$ cat src/rtl/uart_baud_ctrl.sv
// Run/stop and divisor-change sequencer for the UART baud generator.
// Optional idle-wait timeout is built in when UART_BAUD_TIMEOUT_EN is defined.
module uart_baud_ctrl #(
    parameter int          BITS          = 16,
    parameter int unsigned DEFAULT_DIV   = 650,
    parameter int          TIMEOUT_TICKS = 1024
) (
    input  logic            clk,
    input  logic            reset,
    input  logic            run,
    input  logic            cfg_valid,
    input  logic [BITS-1:0] cfg_div,
    output logic            cfg_ready,
    input  logic            link_busy,
    input  logic            bg_done,
    output logic            bg_enable,
    output logic [BITS-1:0] bg_final_value,
    output logic            baud_tick,
    output logic            running,
    output logic            cfg_timeout
);

    typedef enum logic [2:0] {
        STOP,
        RUN,
        WAIT_IDLE,
        SWAP,
        DRAIN
    } state_t;

    state_t          state;
    state_t          state_nxt;
    logic [BITS-1:0] cur_div;
    logic [BITS-1:0] pend_div;
    logic            pend_vld;
    logic            accept;
    logic            load_cfg;
    logic            load_pend;
    logic            apply_pend;
    logic            to_hit;

    assign bg_enable      = (state != STOP);
    assign running        = (state != STOP);
    assign cfg_ready      = (state == STOP) || (state == RUN);
    assign bg_final_value = cur_div;
    assign baud_tick      = bg_done & bg_enable;
    assign accept         = cfg_valid & cfg_ready;

    always_comb begin
        state_nxt  = state;
        load_cfg   = 1'b0;
        load_pend  = 1'b0;
        apply_pend = 1'b0;
        unique case (state)
            STOP: begin
                load_cfg = accept;
                if (run) state_nxt = RUN;
            end
            RUN: begin
                if (accept) begin
                    load_pend = 1'b1;
                    state_nxt = WAIT_IDLE;
                end
                if (!run) state_nxt = DRAIN;
            end
            WAIT_IDLE: begin
                if (!run) state_nxt = DRAIN;
                else if (!link_busy || to_hit) state_nxt = SWAP;
            end
            SWAP: begin
                // The swap tick is the last tick of the old period
                if (baud_tick) begin
                    apply_pend = 1'b1;
                    state_nxt  = run ? RUN : STOP;
                end
            end
            DRAIN: begin
                if (baud_tick) begin
                    apply_pend = pend_vld;
                    state_nxt  = STOP;
                end
            end
            default: state_nxt = STOP;
        endcase
    end

    always_ff @(posedge clk or posedge reset) begin
        if (reset) begin
            state    <= STOP;
            cur_div  <= BITS'(DEFAULT_DIV);
            pend_div <= '0;
            pend_vld <= 1'b0;
        end else begin
            state <= state_nxt;
            if (load_cfg) cur_div <= cfg_div;
            else if (apply_pend) cur_div <= pend_div;
            if (load_pend) begin
                pend_div <= cfg_div;
                pend_vld <= 1'b1;
            end else if (apply_pend) begin
                pend_vld <= 1'b0;
            end
        end
    end

`ifdef UART_BAUD_TIMEOUT_EN
    localparam int TW = $clog2(TIMEOUT_TICKS + 1);

    logic [TW-1:0] to_cnt;
    logic          to_pulse;

    assign to_hit = (state == WAIT_IDLE) && baud_tick &&
                    (to_cnt == TW'(TIMEOUT_TICKS - 1));
    assign cfg_timeout = to_pulse;

    always_ff @(posedge clk or posedge reset) begin
        if (reset) begin
            to_cnt   <= '0;
            to_pulse <= 1'b0;
        end else begin
            if (state != WAIT_IDLE) to_cnt <= '0;
            else if (baud_tick) to_cnt <= to_cnt + 1'b1;
            // Pulse only when the limit, not an idle link, forced the swap
            to_pulse <= to_hit && run && link_busy;
        end
    end
`else
    // Timeout limit has no effect without the counter
    assign to_hit      = (TIMEOUT_TICKS < 0);
    assign cfg_timeout = 1'b0;
`endif

endmodule

$ cat config.mk
export PLATFORM = sky130hd
export DESIGN_NAME = uart_baud_ctrl
export DESIGN_NICKNAME = d
export VERILOG_FILES = /design/src/rtl/uart_baud_ctrl.sv
export SDC_FILE = /design/constraint.sdc
export NUM_CORES = 1
export LEC_CHECK = 0
export ABC_AREA = 1
export CORE_MARGIN = 1
export CORE_UTILIZATION = 35
export CTS_CLUSTER_SIZE = 12
export DETAILED_ROUTE_END_ITERATION = 12
export PLACE_DENSITY_LB_ADDON = 0.08
export SETUP_SLACK_MARGIN = 0.1
export SYNTH_ARGS = -nofsm -noshare
export SYNTH_HDL_FRONTEND = slang
export SYNTH_SLANG_ARGS = --single-unit
$ cat constraint.sdc
create_clock -name clk -period 1.2 [get_ports clk]
set_input_delay 0.24 -clock clk [delete_from_list [all_inputs] [get_ports clk]]
set_output_delay 0.24 -clock clk [all_outputs]
set_load 0.02 [all_outputs]
==> summary.md <==
| Metric | Value |
|---|---|
| Outcome | `complete, but fails checks` |
| Violations in the final reports | `setup timing` |
| Leakage power total | `1.51 nW` |
| Compound-cell area share of the yosys netlist | `19.2%` |
| Minimum setup slack after placement | `-542 ps` |
| Post-Synth XOR/XNOR Area | `0%` |
| Routability congestion estimate from global placement | `0.791` |
| Width of the chip | `76.8 microns` |
| Maximum number of pins on one net before global-route repair | `37` |
| Number of nets with antenna violations after routing | `0` |
| Final period utilization | `121%` |
| Post-layout util | `59.6%` |
| Wire length per cell after detailed routing | `12.3 microns` |
| Final hold violations | `0` |
| Number of max-cap violations | `0` |
| Routed via count | `1,656` |
| Warnings, synthesis | `0` |
| Buffers added on ports | `41` |
| Detailed-routing wirelength on met1 | `1970 microns` |
| Synth Cell Area | `1960 sq um` |
| Total nets after synthesis | `243` |
| Critical Setup Path Class | `register to primary output` |
| Met3 layer wire length in the routed design | `178 microns` |
| Worst-case clock skew | `9.70 ps` |
| Total die area | `5900 sq um` |
| Final number of setup-violating endpoints | `40` |
| Number of nets in the final layout | `313` |
| Area overhead of the layout relative to synthesis | `59.5%` |
| Multiplexer share of the synthesized area | `0%` |
| Area inside the core boundary | `5240 sq um` |
| Insertion delay to the later sink of the worst-skew pair | `300 ps` |
| Detailed Routing Iterations Pass 1 | `4` |
| Total power per unit cell area | `2640 nW/um^2` |
| Cts-stage hold buffer count | `0` |
| Peak ir drop on the vdd network | `0.940 mV` |
| Overflow left after global routing | `0` |
| DIE HEIGHT | `76.8 microns` |
| Final worst path period need | `1450 ps` |
| Main combinational cell family by area after synthesis | `simple AND/OR/NAND/NOR gates` |
| FF+latch count, synth | `36` |
| Worst EP arrival | `1210 ps` |
| Commonest cells after routing, fill and taps aside | `sky130_fd_sc_hd__inv_1 (36), sky130_fd_sc_hd__o21ai_2 (33), sky130_fd_sc_hd__dfrtp_1 (30), sky130_fd_sc_hd__nand2_1 (26)` |
| Detailed-route wire length | `4460 microns` |
| CTS H-tree lvls | `2` |
| Critical Path Source Type | `register` |
| CP Data Required Time | `960 ps` |
| Fillers | `464` |
| Number of instances in the synthesized netlist | `221` |
| Maximum clock frequency | `690 MHz` |
| Number of buffers inserted during clock tree synthesis | `5` |
| HP Class | `primary input to async pin` |
| Met2 routed wirelength | `2230 microns` |
| Cell variety after synth | `21` |
| Number of max-slew violations in the final report | `0` |
| 1st-iter DRT viols | `63` |
| Total clock sinks | `36` |
| DP Wirelength | `2520 microns` |
| Area fraction in and, or, nand and nor cells after synthesis | `19.7%` |
| Clk pin slew, worst setup/hold paths | `90 ps` |
| CTS root buf | `sky130_fd_sc_hd__clkbuf_8` |
| Type of destination of the critical path | `primary output` |
| Remaining routing DRC violations | `0` |
| Diode insertion count for antenna repair | `0` |
| Global-route usage over all layers | `15.7%` |
| Largest fanout of any net on the critical path | `4` |
| Post-Synth Adder-Cell Area | `0%` |
| Number of buffers between clock root and the deepest sink | `2` |
| Most common cell after layout, fill and taps aside | `sky130_fd_sc_hd__inv_1` |
| Setup repair after global routing missed its margin | `true` |
| Via count of the first global-routing pass | `1,594` |
| Global-route wire length before repair | `7380 microns` |
| Starting density of the core | `37.4%` |
| Top routing layer in use | `met4` |
| CTS tree | `built` |
| Top-level port count | `43` |
| Minimum setup slack in the final design | `-249 ps` |
| Row Count | `26` |
| Fin Hold WS | `285 ps` |
| Post-synthesis sequential area ratio | `46.3%` |
| Mean cell area of the mapped netlist | `8.86 sq um` |
| Antenna violations before repair | `0` |
| Avg Vias per Cell | `4.57` |
| Fraction of final layout cells with drive strength greater than 1 | `50.0%` |
==> worst max-delay path, cell delays in order (launching register included) <==
cell	delay, ps
sky130_fd_sc_hd__dfrtp_2	430
sky130_fd_sc_hd__nor2_4	140
sky130_fd_sc_hd__nand2_2	110
sky130_fd_sc_hd__nand2_2	80
sky130_fd_sc_hd__inv_2	40
sky130_fd_sc_hd__buf_6	120
==> metal layers <==
metal	track usage, %	up-vias
met5	0	-
met3	4.05	10
met1	20.2	778
met2	24.6	34
met4	7.50	0
li1	-	834
==> final cells by class <==
cell class | count | area (sq um) | share of cell area (%)
repair buffers | 75 | 890 | 28.5
clock buffers | 5 | 68.8 | 2.20
well taps | 70 | 87.6 | 2.80
clock inverters | 3 | 46.3 | 1.48
inverters | 39 | 149 | 4.77
flip-flops and latches | 36 | 908 | 29.1
multi-input cells | 134 | 973 | 31.2
==> state kept, by name (all words and copies together), names as in the netlist <==
name / flops
bg_final_value: 16
pend_div: 16
pend_vld: 1
state: 3
==> metrics by stage <==
step	power [W]	cell area [sq um]	setup TNS, ps	std cells
final	0.00825	3120	-7020	362
after global placement	0.00577	2570	-10090	338
after floorplan	0.00460	1980	-1080	221
after CTS	0.00734	2790	-7040	355
after detailed placement	0.00580	2570	-9780	338
after global routing	0.00882	3120	-9600	362
==> cell families (layout without fill, tap and decap cells) <==
family | after synthesis | count (layout)
flops | 36 | 36
compound gates | 51 | 51
buf+inv | 51 | 122
simple gates | 82 | 82
other cells | 1 | 1
==> what timing repair did <==
item                       4_1_cts  5_1_grt
hold endpoints to repair         0        0
setup buffers                    6        5
pin swaps                        5        7
setup endpoints to repair       55       53
gates resized for setup        106       70
gates cloned                     3        2
==> cells in the mapped netlist <==
cell type	count	area (sq um)
sky130_fd_sc_hd__buf_8	1	15.0
sky130_fd_sc_hd__nor2_4	1	11.3
sky130_fd_sc_hd__o21ai_2	32	280
sky130_fd_sc_hd__nand2_2	6	37.5
sky130_fd_sc_hd__conb_1	1	3.75
sky130_fd_sc_hd__buf_4	2	15.0
sky130_fd_sc_hd__o21ai_1	5	25.0
sky130_fd_sc_hd__inv_1	37	139
sky130_fd_sc_hd__buf_12	1	20.0
sky130_fd_sc_hd__nor2_2	2	12.5
sky130_fd_sc_hd__inv_2	2	7.51
sky130_fd_sc_hd__nand2_1	56	210
sky130_fd_sc_hd__buf_6	8	90.1
sky130_fd_sc_hd__nand4_1	7	43.8
sky130_fd_sc_hd__dfrtp_1	32	801
sky130_fd_sc_hd__dfstp_2	4	105
sky130_fd_sc_hd__o21ai_0	13	65.1
sky130_fd_sc_hd__nand3_1	4	20.0
sky130_fd_sc_hd__o22ai_1	1	6.26
sky130_fd_sc_hd__nor2_1	4	15.0
sky130_fd_sc_hd__nand3_4	2	35.0
==> path summary, 6_finish.rpt <==
kind	startpoint	end	slack, ps	cells after the start
worst max register to register	state[0]	bg_final_value[7]	-240	8
worst min register to register	bg_final_value[3]	bg_final_value[3]	490	2
worst max-delay path	state[0]	baud_tick	-250	5
min in group clk	bg_final_value[3]	bg_final_value[3]	490	2
worst min-delay path	reset	pend_vld	290	3
max in group asynchronous	reset	bg_final_value[7]	650	3
==> where the power goes <==
| group | internal (W) | switching [W] |
|---|---|---|
| clock network | 0.000626 | 0.000510 |
| logic | 0.00250 | 0.00236 |
| registers | 0.00179 | 0.000448 |
| total | 0.00492 | 0.00332 |
Power figures use the tool's default switching activity.
